[src/rtl/dadda_pkg.sv]
// Shared elaboration-time helpers for the Dadda multiplier. These compute the height
// sequence, the column heights and the cell counts that every reduction level uses.
package dadda_pkg;

  typedef enum int {INFO_H, INFO_FA, INFO_HA} info_e;

  function automatic int prod_w(input int w);
    return 2 * w;
  endfunction

  // Dadda target heights: d1 = 2, d(j+1) = floor(1.5 * d(j)) -> 2,3,4,6,9,13,...
  function automatic int dadda_d(input int j);
    int d = 2;
    for (int i = 1; i < j; i++) d = (d * 3) / 2;
    return d;
  endfunction

  function automatic int num_levels(input int max_h);
    int n = 0;
    while (dadda_d(n + 1) < max_h) n++;
    return n;
  endfunction

  function automatic int pp_height(input int w, input int c);
    if (c < 0 || c > 2 * w - 2) return 0;
    return (c < w) ? c + 1 : 2 * w - 1 - c;
  endfunction

  // The compensation bit sits on top of column k-1.
  function automatic int init_height(input int w, input int k, input int c);
    return pp_height(w, c) + ((k > 0 && c == k - 1) ? 1 : 0);
  endfunction

  function automatic int max_height(input int w, input int k);
    int m = 0;
    for (int c = 0; c < 2 * w; c++) if (init_height(w, k, c) > m) m = init_height(w, k, c);
    return m;
  endfunction

  // Column height entering level lvl, or the FA/HA count used in that column at lvl.
  function automatic int tree_info(input int w, input int k, input int lvl, input int c,
                                   input info_e sel);
    int h  [32];
    int nh [32];
    int nl, d, cin, ex, nfa, nha;
    for (int i = 0; i < 32; i++) h[i] = init_height(w, k, i);
    nl = num_levels(max_height(w, k));
    for (int l = 0; l <= lvl; l++) begin
      if (l == lvl && sel == INFO_H) return h[c];
      d   = dadda_d(nl - l);
      cin = 0;
      for (int i = 0; i < 32; i++) nh[i] = h[i];
      for (int i = 0; i < 2 * w; i++) begin
        ex  = h[i] + cin - d;
        nfa = (ex > 0) ? ex / 2 : 0;
        nha = (ex > 0) ? ex % 2 : 0;
        if (l == lvl && i == c) return (sel == INFO_FA) ? nfa : nha;
        nh[i] = h[i] - 2 * nfa - nha + cin;
        cin   = nfa + nha;
      end
      for (int i = 0; i < 32; i++) h[i] = nh[i];
    end
    return 0;
  endfunction

  function automatic int col_off(input int w, input int k, input int lvl, input int c);
    int s = 0;
    for (int i = 0; i < c; i++) s += tree_info(w, k, lvl, i, INFO_H);
    return s;
  endfunction

  function automatic int level_bits(input int w, input int k, input int lvl);
    return col_off(w, k, lvl, 2 * w);
  endfunction

endpackage

[src/rtl/dadda_mult_pipe_reduce_tree.sv]
// Combinational Dadda reduction of a WIDTH x WIDTH partial-product matrix (plus one
// compensation bit) down to two rows, built from full/half adder cells.
module fa (
  input  logic a,
  input  logic b,
  input  logic ci,
  output logic s,
  output logic co
);
  assign s  = a ^ b ^ ci;
  assign co = (a & b) | (ci & (a ^ b));
endmodule

module ha (
  input  logic a,
  input  logic b,
  output logic s,
  output logic co
);
  assign s  = a ^ b;
  assign co = a & b;
endmodule

module dadda_reduce_tree
  import dadda_pkg::*;
#(
  parameter int WIDTH       = 6,
  parameter int APPROX_COLS = 3
) (
  input  logic [WIDTH*WIDTH-1:0] pp,
  input  logic                   comp,
  output logic [2*WIDTH-1:0]     row0,
  output logic [2*WIDTH-1:0]     row1
);
  localparam int PW = prod_w(WIDTH);
  localparam int K  = APPROX_COLS;
  localparam int NL = num_levels(max_height(WIDTH, K));

  // Each level packs its columns LSB-first; within a column: FA sums, HA sums,
  // pass-through bits, then carries arriving from the column below.
  for (genvar l = 0; l <= NL; l++) begin : lvl
    logic [level_bits(WIDTH, K, l)-1:0] bits;
    if (l == 0) begin : g_init
      for (genvar i = 0; i < WIDTH; i++) begin : g_i
        for (genvar j = 0; j < WIDTH; j++) begin : g_j
          localparam int POS = col_off(WIDTH, K, 0, i + j) + i
                               - ((i + j >= WIDTH) ? i + j - WIDTH + 1 : 0);
          assign bits[POS] = pp[i*WIDTH+j];
        end
      end
      if (K > 0) begin : g_comp
        assign bits[col_off(WIDTH, K, 0, K - 1) + pp_height(WIDTH, K - 1)] = comp;
      end
    end else begin : g_red
      for (genvar c = 0; c < PW; c++) begin : g_col
        localparam int NF = tree_info(WIDTH, K, l - 1, c, INFO_FA);
        localparam int NH = tree_info(WIDTH, K, l - 1, c, INFO_HA);
        localparam int NP = tree_info(WIDTH, K, l - 1, c, INFO_H) - 3 * NF - 2 * NH;
        localparam int IB = col_off(WIDTH, K, l - 1, c);
        localparam int OB = col_off(WIDTH, K, l, c);
        localparam int CN = (c + 1 < PW) ? c + 1 : c;
        localparam int CB = col_off(WIDTH, K, l, CN) + tree_info(WIDTH, K, l - 1, CN, INFO_H)
                            - 2 * tree_info(WIDTH, K, l - 1, CN, INFO_FA)
                            - tree_info(WIDTH, K, l - 1, CN, INFO_HA);
        for (genvar f = 0; f < NF; f++) begin : g_fa
          localparam int X = IB + 3 * f;
          if (c < PW - 1) begin : g_cell
            fa u_fa (.a(lvl[l-1].bits[X]), .b(lvl[l-1].bits[X+1]), .ci(lvl[l-1].bits[X+2]),
                     .s(bits[OB+f]), .co(bits[CB+f]));
          end else begin : g_top
            // Carries out of the top column fall outside the product and are dropped.
            assign bits[OB+f] = lvl[l-1].bits[X] ^ lvl[l-1].bits[X+1] ^ lvl[l-1].bits[X+2];
          end
        end
        for (genvar h = 0; h < NH; h++) begin : g_ha
          localparam int X = IB + 3 * NF + 2 * h;
          if (c < PW - 1) begin : g_cell
            ha u_ha (.a(lvl[l-1].bits[X]), .b(lvl[l-1].bits[X+1]),
                     .s(bits[OB+NF+h]), .co(bits[CB+NF+h]));
          end else begin : g_top
            assign bits[OB+NF+h] = lvl[l-1].bits[X] ^ lvl[l-1].bits[X+1];
          end
        end
        for (genvar p = 0; p < NP; p++) begin : g_pass
          assign bits[OB+NF+NH+p] = lvl[l-1].bits[IB+3*NF+2*NH+p];
        end
      end
    end
  end

  for (genvar c = 0; c < PW; c++) begin : g_out
    localparam int HF = tree_info(WIDTH, K, NL, c, INFO_H);
    localparam int OF = col_off(WIDTH, K, NL, c);
    if (HF > 0) begin : g_r0
      assign row0[c] = lvl[NL].bits[OF];
    end else begin : g_z0
      assign row0[c] = 1'b0;
    end
    if (HF > 1) begin : g_r1
      assign row1[c] = lvl[NL].bits[OF+1];
    end else begin : g_z1
      assign row1[c] = 1'b0;
    end
  end

endmodule

[src/rtl/dadda_mult_pipe.sv]
// Three-stage pipelined unsigned Dadda multiplier with optional truncated/compensated
// approximate mode, valid/ready on both sides and a tag carried with each operation.
module dadda_mult_pipe
  import dadda_pkg::*;
#(
  parameter int WIDTH       = 6,
  parameter int APPROX_COLS = 3,
  parameter int TAG_W       = 4
) (
  input  logic                    clk,
  input  logic                    rst,
  input  logic                    in_valid,
  output logic                    in_ready,
  input  logic [WIDTH-1:0]        in_a,
  input  logic [WIDTH-1:0]        in_b,
  input  logic                    in_approx,
  input  logic [TAG_W-1:0]        in_tag,
  output logic                    out_valid,
  input  logic                    out_ready,
  output logic [2*WIDTH-1:0]      out_prod,
  output logic [TAG_W-1:0]        out_tag,
  output logic                    out_approx,
  output logic [1:0]              occupancy
);
  localparam int PW = prod_w(WIDTH);

  logic             s1_valid_q, s1_valid_d, s1_approx_q, s1_approx_d;
  logic [WIDTH-1:0] a_q, a_d, b_q, b_d;
  logic [TAG_W-1:0] s1_tag_q, s1_tag_d;
  logic             s2_valid_q, s2_valid_d, s2_approx_q, s2_approx_d;
  logic [PW-1:0]    row0_q, row0_d, row1_q, row1_d;
  logic [TAG_W-1:0] s2_tag_q, s2_tag_d;
  logic             s3_valid_q, s3_valid_d, s3_approx_q, s3_approx_d;
  logic [PW-1:0]    prod_q, prod_d;
  logic [TAG_W-1:0] s3_tag_q, s3_tag_d;
  logic [1:0]       occ_q, occ_d;

  logic                   rdy1, rdy2, rdy3;
  logic [WIDTH*WIDTH-1:0] pp;
  logic                   comp;
  logic [PW-1:0]          tree_row0, tree_row1;

  assign rdy3     = !s3_valid_q || out_ready;
  assign rdy2     = !s2_valid_q || rdy3;
  assign rdy1     = !s1_valid_q || rdy2;
  assign in_ready = rdy1;

  always_comb begin
    pp = '0;
    for (int i = 0; i < WIDTH; i++)
      for (int j = 0; j < WIDTH; j++)
        pp[i*WIDTH+j] = a_q[i] & b_q[j] & ~(s1_approx_q && (i + j < APPROX_COLS));
  end
  assign comp = s1_approx_q && (APPROX_COLS > 0);

  dadda_reduce_tree #(.WIDTH(WIDTH), .APPROX_COLS(APPROX_COLS)) u_tree (
    .pp   (pp),
    .comp (comp),
    .row0 (tree_row0),
    .row1 (tree_row1)
  );

  always_comb begin
    // NOTE: every _d starts as a copy of its _q, so no path through this block can infer a latch.
    s1_valid_d = s1_valid_q; a_d = a_q; b_d = b_q; s1_approx_d = s1_approx_q; s1_tag_d = s1_tag_q;
    s2_valid_d = s2_valid_q; row0_d = row0_q; row1_d = row1_q;
    s2_approx_d = s2_approx_q; s2_tag_d = s2_tag_q;
    s3_valid_d = s3_valid_q; prod_d = prod_q; s3_approx_d = s3_approx_q; s3_tag_d = s3_tag_q;
    if (rdy1) begin
      s1_valid_d = in_valid;
      if (in_valid) begin
        a_d = in_a; b_d = in_b; s1_approx_d = in_approx; s1_tag_d = in_tag;
      end
    end
    if (rdy2) begin
      s2_valid_d = s1_valid_q;
      if (s1_valid_q) begin
        row0_d = tree_row0; row1_d = tree_row1; s2_approx_d = s1_approx_q; s2_tag_d = s1_tag_q;
      end
    end
    if (rdy3) begin
      s3_valid_d = s2_valid_q;
      if (s2_valid_q) begin
        prod_d = row0_q + row1_q; s3_approx_d = s2_approx_q; s3_tag_d = s2_tag_q;
      end
    end
    occ_d = 2'(s1_valid_d) + 2'(s2_valid_d) + 2'(s3_valid_d);
  end

  // NOTE: state uses non-blocking assignments so all stages update together at the edge;
  // data registers are cleared as well so outputs read zero straight after reset.
  always_ff @(posedge clk) begin
    if (rst) begin
      s1_valid_q <= 1'b0; a_q <= '0; b_q <= '0; s1_approx_q <= 1'b0; s1_tag_q <= '0;
      s2_valid_q <= 1'b0; row0_q <= '0; row1_q <= '0; s2_approx_q <= 1'b0; s2_tag_q <= '0;
      s3_valid_q <= 1'b0; prod_q <= '0; s3_approx_q <= 1'b0; s3_tag_q <= '0;
      occ_q <= '0;
    end else begin
      s1_valid_q <= s1_valid_d; a_q <= a_d; b_q <= b_d;
      s1_approx_q <= s1_approx_d; s1_tag_q <= s1_tag_d;
      s2_valid_q <= s2_valid_d; row0_q <= row0_d; row1_q <= row1_d;
      s2_approx_q <= s2_approx_d; s2_tag_q <= s2_tag_d;
      s3_valid_q <= s3_valid_d; prod_q <= prod_d;
      s3_approx_q <= s3_approx_d; s3_tag_q <= s3_tag_d;
      occ_q <= occ_d;
    end
  end

  assign out_valid  = s3_valid_q;
  assign out_prod   = prod_q;
  assign out_tag    = s3_tag_q;
  assign out_approx = s3_approx_q;
  assign occupancy  = occ_q;

endmodule
[config.mk]
export PLATFORM = sky130hd
export DESIGN_NAME = dadda_mult_pipe
export DESIGN_NICKNAME = d
export VERILOG_FILES = /design/src/rtl/dadda_pkg.sv /design/src/rtl/dadda_mult_pipe_reduce_tree.sv /design/src/rtl/dadda_mult_pipe.sv
export SDC_FILE = /design/constraint.sdc
export NUM_CORES = 1
export LEC_CHECK = 0
export CAP_MARGIN = 0
export CORE_MARGIN = 4
export CORE_UTILIZATION = 45
export CTS_CLUSTER_DIAMETER = 50
export DETAILED_ROUTE_END_ITERATION = 8
export DONT_BUFFER_PORTS = 1
export PLACE_DENSITY = 0.72
export RECOVER_POWER = 50
export SYNTH_ARGS = -nofsm -noshare
export SYNTH_HDL_FRONTEND = slang
export SYNTH_HIERARCHICAL = 1
export SYNTH_SLANG_ARGS = --single-unit
[constraint.sdc]
create_clock -name clk -period 4.64 [get_ports clk]
set_input_delay 0.464 -clock clk [delete_from_list [all_inputs] [get_ports clk]]
set_output_delay 0.464 -clock clk [all_outputs]
set_load 0.02 [all_outputs]
==> results.ini, run 1 <==
[worst_setup_path]
start_kind=flip-flop
r2r_slack_ps=2240
criticalPathCategory=reg -> reg
path_max_fanout=7
endpoint_kind=flip-flop
worstRegToRegCells=6
r2r_start=a_q[1]$_SDFFE_PP0P_
crit_arrival_ps=2680
r2r_end=row0_q[6]$_SDFFE_PP0P_
critical_path_required_ps=4920

[timing]
max_slew_margin=0.303
fin_crit_sh=0.517
fin_setup_tns_ps=0
grt_setup_unrepaired=false
hold_ws_ps=176
slew_violations=0
skew_ps=6.54
min_period_ps=2400
setup_violations=0
final_hold_viol_count=0
worst_pin_slew_ps=1050
fmax_mhz=417

[floorplanning]
ios=42
fp.dieH_um=97.3
dieArea_um2=9470
core_area_um2=7730
core.rowCount=32
fp.dieW_um=97.3
start_util=0.465

[power]
power_density_nw_per_um2=299
power.internal_mw=0.812
p_sw_mw=0.291
p_total_mw=1.10
netSwitchingFraction=0.264
leakage_nw=1.51
seqPwrFrac=0.561
clock_power_share=0.382
vdd_drop_max_uv=270
pwr-share-comb=0.057

[synth]
ys_warn_count=6
synth_edf_count=0
ys.flop_type=dfxtp_1
synth_largest_area_cell=dfxtp_1
synth.distinct_cells=42
netlist.area_leader.share=0.379
synth_async_sr_flop_share=0
synth_most_common_cell=nand2_1
synthCells=419
synth_area_um2=3590
syn_avg_cell_area_um2=8.57
ys_ff_latch=68
synth_area_leaders=dfxtp_1, nand2_1, fa_1
ys_seq_area_frac=0.379
synth_commonest_cells=nand2_1, dfxtp_1, a21oi_1

[final_layout]
fillers=774
syn2layout_area_growth_pct=2.75
drive_gt1_frac=0.0516
postLayoutCoreUtil=0.477
design_area_um2=3690
seqCellArea_um2=1360
nets=458
antenna_cells=0
multiInputGateArea_um2=2030

[global_routing]
grt_usage=0.165
overflow=0
grt_pass1_wl_mm=12.7
grt_pass1_vias=2702
grt_max_degree=74
antenna_found_initial=0

[min_path]
worstHoldPathCells=1
hp-start=rst
holdPathEnd=out_tag[1]$_SDFFE_PP0P_
hold_class=in -> reg

[clock_network]
htreeDepth=3
cts_tree=done
insertion_delay_ps=350
clkTransAtPathRegs_ps=80
post_cts_buffers=0
root_buffer=clkbuf_8
clockBufferDepth=2
clkSinkCount=68
cts_made_buffers=9
ctsHoldBuffers=0
cts_resized=0

[route]
dr_total_vias=2645
routed_wl_mm=7.35
drtAntennaViolNets=0
viasPerCell=5.20
first_pass_iters=4
first_iter_violations=136
drc=0
wire_per_inst_um=14.4

[run]
maxCapViolations=0

[placement]
place_area_um2=3530
finalWeightedCongestion=0.859
io_buffer_count=0
dp_hpwl_mm=5.20

[outcome]
status=finished, final reports clean

==> metal layers <==
metal,vias up,GRT usage,wire length (um)
met5,-,0,0
li1,1357,-,-
met4,0,0.0543,136
met2,46,0.273,3480
met1,1230,0.203,3410
met3,12,0.0531,333
==> final cells by class <==
type	instances	share of cell area
clock inverters	6	0.0112
flip-flops and latches	68	0.369
clock buffers	9	0.0336
repair buffers	1	0.00102
well taps	102	0.0346
multi-input cells	323	0.551
==> cell families (layout without fill, tap and decap cells) <==
kind of cell,after synthesis,after routing,share of synthesized area
AND/OR/NAND/NOR,190,190,0.249
AO/OA/AOI/OAI,88,88,0.140
flip-flops,68,68,0.379
adder cells (fa/ha/maj),34,34,0.156
buffers and inverters,30,16,0.0551
XOR/XNOR,8,8,0.0195
other,1,3,0.00104
==> metrics by stage <==
step           cells  setup WS, ps
2_1_floorplan    421          2400
3_3_place_gp     494          2280
4_1_cts          509          2230
5_1_grt          509          2090
3_5_place_dp     494          2260
6_report         509          2240
==> placed cells by master (no fill, tap or decap), drive strengths merged, types with 2 or more instances in the layout <==
cell,count
conb,3
nand3,2
a21o,6
a31oi,5
dfxtp,68
and3,4
clkinv,2
nor2b,4
o21ai,4
nand4b,2
a21oi,64
clkinvlp,3
clkbuf,10
xnor2,5
nor2,9
xor2,3
and2,35
a211oi,4
fa,18
and3b,3
nand2,122
o31ai,2
nor3,2
ha,16
==> power by group through the flow <==
| stage | Combinational [mW] | Clock, mW | Sequential (mW) |
|---|---|---|---|
| floorplan | 0.0685 | 0 | 0.627 |
| global placement | 0.0629 | 0 | 0.632 |
| detailed placement | 0.0646 | 0 | 0.633 |
| CTS | 0.0648 | 0.434 | 0.620 |
| global route | 0.0739 | 0.453 | 0.622 |
| finish | 0.0633 | 0.421 | 0.619 |
==> sequential cells by signal, summed over array words and instances, names as in the netlist <==
register	count
s1_tag_q	4
occupancy	2
s2_tag_q	4
row0_q	12
out_valid	1
out_tag	4
comp	1
s1_valid_q	1
s2_valid_q	1
out_approx	1
row1_q	12
b_q	6
s2_approx_q	1
a_q	6
out_prod	12
==> worst max-delay path, stage by stage, from the launching register on <==
cell     delay (ps)
dfxtp_1         360
and2_1          200
fa_1            510
fa_1            520
fa_1            540
nand2_1          40
a21oi_1         150
==> how the worst max path moves through the flow <==
stage,start,endpoint,depth (start not counted)
floorplan,a_q[0]$_SDFFE_PP0P_,row0_q[5]$_SDFFE_PP0P_,6
finish,a_q[1]$_SDFFE_PP0P_,row0_q[6]$_SDFFE_PP0P_,6
global route,b_q[4]$_SDFFE_PP0P_,row0_q[6]$_SDFFE_PP0P_,6
CTS,b_q[4]$_SDFFE_PP0P_,row0_q[6]$_SDFFE_PP0P_,6
global placement,a_q[2]$_SDFFE_PP0P_,row0_q[7]$_SDFFE_PP0P_,6
detailed placement,b_q[4]$_SDFFE_PP0P_,row0_q[6]$_SDFFE_PP0P_,6
No activity file was read; power rests on OpenSTA's default activity.
==> inputs of run 2 (changes only) <==
--- a/config.mk
+++ b/config.mk
@@ -11,7 +11,7 @@
 export CTS_CLUSTER_DIAMETER = 50
 export DETAILED_ROUTE_END_ITERATION = 8
 export DONT_BUFFER_PORTS = 1
-export PLACE_DENSITY = 0.72
+export PLACE_DENSITY = 0.74
 export RECOVER_POWER = 50
 export SYNTH_ARGS = -nofsm -noshare
 export SYNTH_HDL_FRONTEND = slang
==> constraint.sdc (replaced) <==
create_clock -name clk -period 2.02 [get_ports clk]
set_input_delay 0.202 -clock clk [delete_from_list [all_inputs] [get_ports clk]]
set_output_delay 0.202 -clock clk [all_outputs]
set_load 0.02 [all_outputs]
==> results.ini, run 2 (synthesis results as in run 1) <==
[floorplanning]
dieArea_um2=9470
fp.dieH_um=97.3
core_area_um2=7730
start_util=0.465
ios=42
core.rowCount=32
fp.dieW_um=97.3

[power]
p_total_mw=3.09
vdd_drop_max_uv=815
leakage_nw=1.75
power_density_nw_per_um2=743

[worst_setup_path]
path_cells=and2_4 > fa_2 > fa_1 > fa_1 > nand2_1 > a21oi_2
worst-path-buf-inv=0
critical_path_required_ps=2300
criticalPathCategory=reg -> reg
path_delay_family=adder cells
worstRegToRegCells=6
r2r_slack_ps=-250
start_kind=flip-flop
crit_arrival_ps=2550
cp_slowest_stage_delay_ps=560
r2r_end=row0_q[6]$_SDFFE_PP0P_
path_max_fanout=5
endpoint_kind=flip-flop
worst_path_max_delay_cell=fa_2
cp_common_cell=fa_1
r2r_start=a_q[3]$_SDFFE_PP0P_

[route]
dr_total_vias=2826
first_iter_violations=89
wire_per_inst_um=14.5
routed_wl_mm=7.88
drc=0
viasPerCell=5.19
drtAntennaViolNets=0
first_pass_iters=5

[placement]
io_buffer_count=0
dp_hpwl_mm=5.58
finalWeightedCongestion=0.859
place_area_um2=3710

[timing]
skew_ps=14.5
grt_setup_unrepaired=true
worst_pin_slew_ps=1030
final_hold_viol_count=52
slew_violations=0
fin_ws_ps=-248
fin_crit_sh=1.12
hold_ws_ps=-83.0
setup_violations=9
min_period_ps=2270
fmax_mhz=441
max_slew_margin=0.317

[clock_network]
htreeDepth=3
cts_tree=done
clockBufferDepth=2
clkTransAtPathRegs_ps=80
clkSinkCount=68
root_buffer=clkbuf_8
insertion_delay_ps=350
ctsHoldBuffers=13
cts_made_buffers=9

[final_layout]
nets=493
postLayoutCoreUtil=0.539
antenna_cells=0
drive_gt1_frac=0.154
layout_commonest_cell=nand2_1
syn2layout_area_growth_pct=15.9
design_area_um2=4160
final_cell_mix=nand2_1, a21oi_1, dfxtp_1

[outcome]
violations=hold timing, setup timing
status=complete, but fails checks

[global_routing]
grt_pass1_wl_mm=13.4
grt_max_degree=74
grt_pass1_vias=2903
overflow=0
antenna_found_initial=0
grt_usage=0.174

[min_path]
hold_class=in -> reg
worstHoldPathCells=1
hp-start=rst
holdPathEnd=s2_tag_q[2]$_SDFFE_PP0P_

[run]
maxCapViolations=0

[run 2: changes by cell type in the layout (fill, tap and decap cells not counted), sizes merged]
cell	change
buf	+21
clkbuf	+1
bufinv	+4
clkinvlp	-2
dlygate4sd3	+13
clkinv	-2
[run 2: worst max-delay path by stage]
stage | to | slack [ps] | cells after the start | from
2_1_floorplan | row0_q[5]$_SDFFE_PP0P_ | -100 | 6 | a_q[2]$_SDFFE_PP0P_
3_3_place_gp | row0_q[7]$_SDFFE_PP0P_ | -210 | 6 | b_q[3]$_SDFFE_PP0P_
3_5_place_dp | row0_q[7]$_SDFFE_PP0P_ | -280 | 6 | b_q[3]$_SDFFE_PP0P_
4_1_cts | row0_q[5]$_SDFFE_PP0P_ | -260 | 6 | a_q[2]$_SDFFE_PP0P_
5_1_grt | row0_q[5]$_SDFFE_PP0P_ | -330 | 6 | a_q[2]$_SDFFE_PP0P_
6_report | row0_q[6]$_SDFFE_PP0P_ | -250 | 6 | a_q[3]$_SDFFE_PP0P_
[run 2: timing repair]
item,4_1_cts,5_1_grt
pin swaps,10,6
buffers inserted,1,1
endpoints found under the hold margin,65,52
gates resized for setup,13,5
endpoints found under the setup margin,11,16
[run 2: layout make-up]
type,instances,area (um^2)
tap,102,128
fill,730,3570
multi-input combinational,323,2100
clock inverter,6,136
clock buffer,9,124
sequential,68,1380
timing repair buffer,36,295
[run 2: per-stage QoR]
stage / TNS [ps] / worst slack [ps] / cells
floorplan: -320 / -99.5 / 421
global placement: -1280 / -211 / 514
detailed placement: -1910 / -278 / 514
CTS: -1250 / -256 / 543
global route: -2340 / -331 / 544
finish: -1360 / -248 / 544
[run 2: per-layer routing]
layer | track usage | part of all wire
met5 | 0 | 0
met4 | 0.0660 | 0.015
met3 | 0.0438 | 0.042
met2 | 0.293 | 0.51
met1 | 0.214 | 0.44
[run 2: where the power goes]
part	leakage, nW	total [mW]	internal, mW	switching, mW
Clock	0.126	1.48	0.942	0.534
Sequential	0.557	1.41	1.38	0.0371
Combinational	1.07	0.200	0.0883	0.111
==> inputs of run 3 (changes only) <==
--- a/config.mk
+++ b/config.mk
@@ -11,9 +11,8 @@
 export CTS_CLUSTER_DIAMETER = 50
 export DETAILED_ROUTE_END_ITERATION = 8
 export DONT_BUFFER_PORTS = 1
-export PLACE_DENSITY = 0.74
+export PLACE_DENSITY = 0.72
 export RECOVER_POWER = 50
 export SYNTH_ARGS = -nofsm -noshare
 export SYNTH_HDL_FRONTEND = slang
-export SYNTH_HIERARCHICAL = 1
 export SYNTH_SLANG_ARGS = --single-unit
==> constraint.sdc (replaced) <==
create_clock -name clk -period 2.15 [get_ports clk]
set_input_delay 0.215 -clock clk [delete_from_list [all_inputs] [get_ports clk]]
set_output_delay 0.215 -clock clk [all_outputs]
set_load 0.02 [all_outputs]
==> results.ini, run 3 <==
[route]
routed_wl_mm=7.36
dr_total_vias=2819
wire_per_inst_um=13.6
first_iter_violations=113
drc=0
drtAntennaViolNets=0
viasPerCell=5.22
first_pass_iters=4

[global_routing]
grt_max_degree=50
met1_usage=0.240
met2_usage=0.283
grt_pass1_wl_mm=12.6
grt_usage=0.180
top_usage_layer=met2
use_met3=0.0454
overflow=0
antenna_found_initial=0
grt_pass1_vias=2742

[worst_setup_path]
path_max_fanout=6
worstRegToRegCells=7
cp_common_cell=fa_1
endpoint_kind=flip-flop
r2r_end=row0_q[6]$_SDFFE_PP0P_
r2r_slack_ps=-110
path_cells=nand2_4 > fa_1 > inv_1 > fa_1 > inv_2 > fa_2 > a211oi_2
criticalPathCategory=reg -> reg
cp_slowest_stage_delay_ps=530
path_delay_family=adder cells
worst_path_max_delay_cell=fa_1
r2r_start=b_q[3]$_SDFFE_PP0P_
critical_path_required_ps=2370
worst-path-buf-inv=2
startpoint=b_q[3]$_SDFFE_PP0P_
start_kind=flip-flop
crit_arrival_ps=2470

[synth]
synth_area_um2=3370
synth_async_sr_flop_share=0
synth_xor_area_frac=0
ys_seq_area_frac=0.381
ys.flop_type=dfxtp_1
ys_ff_latch=64
synth_commonest_cells=nand2_1, dfxtp_1, a21oi_1
synth_edf_count=0
synth.distinct_cells=41
synth_fa_ha_area_frac=0.163
ys_warn_count=0
synth.area.mux_share=0
synth_most_common_cell=nand2_1
syn_avg_cell_area_um2=8.29
synth_largest_area_cell=dfxtp_1
synthesis.nets=460
yosys.area_share.simple=0.234
synth_top_family_by_area=simple AND/OR/NAND/NOR gates
synth_compound_area_frac=0.168
synth_area_leaders=dfxtp_1, nand2_1, fa_1
synthCells=406
netlist.area_leader.share=0.381

[clock_network]
cts_tree=done
htreeDepth=3
clkTransAtPathRegs_ps=70
clockBufferDepth=2
root_buffer=clkbuf_8
cts_made_buffers=9
insertion_delay_ps=340
clkSinkCount=64

[final_layout]
fillers=690
nets=490
drive_gt1_frac=0.150
antenna_cells=0
final_cell_mix=nand2_1, dfxtp_1, a21oi_1
syn2layout_area_growth_pct=19.4
layout_commonest_cell=nand2_1
postLayoutCoreUtil=0.554
final_cells=540
seqCellArea_um2=1300
multiInputGateArea_um2=1960
largest_register_ffs=12

[timing]
skew_ps=9.38
min_period_ps=2260
final_hold_viol_count=0
worst_pin_slew_ps=345
fin_crit_sh=1.05
slew_violations=0
fin_ws_ps=-106
setup_violations=3
grt_setup_unrepaired=true
max_slew_margin=0.768
fmax_mhz=443

[power]
vdd_drop_max_uv=550
power_density_nw_per_um2=634
leakage_nw=1.53

[min_path]
hp-start=in_b[3]
holdPathEnd=b_q[3]$_SDFFE_PP0P_
hold_class=in -> reg
worstHoldPathCells=2

[floorplanning]
dieArea_um2=8930
start_util=0.464
fp.dieW_um=94.5
fp.dieH_um=94.5
ios=42
core_area_um2=7250
core.rowCount=31

[run]
maxCapViolations=0

[placement]
dp_cells=505
dp_hpwl_mm=5.35
finalWeightedCongestion=0.872
io_buffer_count=0
dpl_worst_slack_ps=-139

[outcome]
violations=setup timing
status=complete, but fails checks

run 3: worst max path at each step:
stage	cells after the start	end
2_1_floorplan	7	row0_q[6]$_SDFFE_PP0P_
3_3_place_gp	7	row0_q[6]$_SDFFE_PP0P_
3_5_place_dp	7	row0_q[6]$_SDFFE_PP0P_
4_1_cts	7	row0_q[6]$_SDFFE_PP0P_
5_1_grt	7	row0_q[6]$_SDFFE_PP0P_
6_report	7	row0_q[6]$_SDFFE_PP0P_
run 3: area by class of cell:
class	instances	share of cell area
well taps	99	0.0308
inverters	22	0.0205
multi-input cells	300	0.487
flip-flops and latches	64	0.323
clock buffers	12	0.0439
repair buffers	39	0.0887
clock inverters	4	0.00591
run 3: power breakdown:
part | total [mW] | switching (mW) | internal (mW)
registers | 1.28 | 0.0471 | 1.23
logic | 0.262 | 0.151 | 0.112
clock network | 1.01 | 0.462 | 0.548
run 3: stage by stage:
step	hold WS (ps)	area (um^2)	TNS (ps)	total power [mW]
finish	17.4	4020	-189	2.55
global route	9.65	4020	-1360	2.67
CTS	1.63	4000	-239	2.57
detailed placement	291	3580	-408	1.53
global placement	290	3580	-237	1.52
floorplan	341	3390	-113	1.47
run 3: what timing repair did:
action | CTS | global route
gates resized for setup | 8 | 9
setup buffers | 1 | 0
endpoints found under the hold margin | 59 | 0
pin swaps | 12 | 4
hold buffers | 18 | 0
endpoints found under the setup margin | 8 | 13
run 3: kinds of logic (layout without fill, tap and decap cells):
logic type	after synthesis	in the layout
AOI/OAI and AO/OA	88	88
adders and majority gates	33	33
buffers and inverters	42	77
DFF	64	64
and+or+nand+nor	179	179
run 3: layer usage:
| layer | wire length [um] | share of wire |
|---|---|---|
| met1 | 3360 | 0.46 |
| met2 | 3450 | 0.47 |
| met3 | 455 | 0.062 |
| met4 | 99 | 0.013 |
| met5 | 0 | 0 |
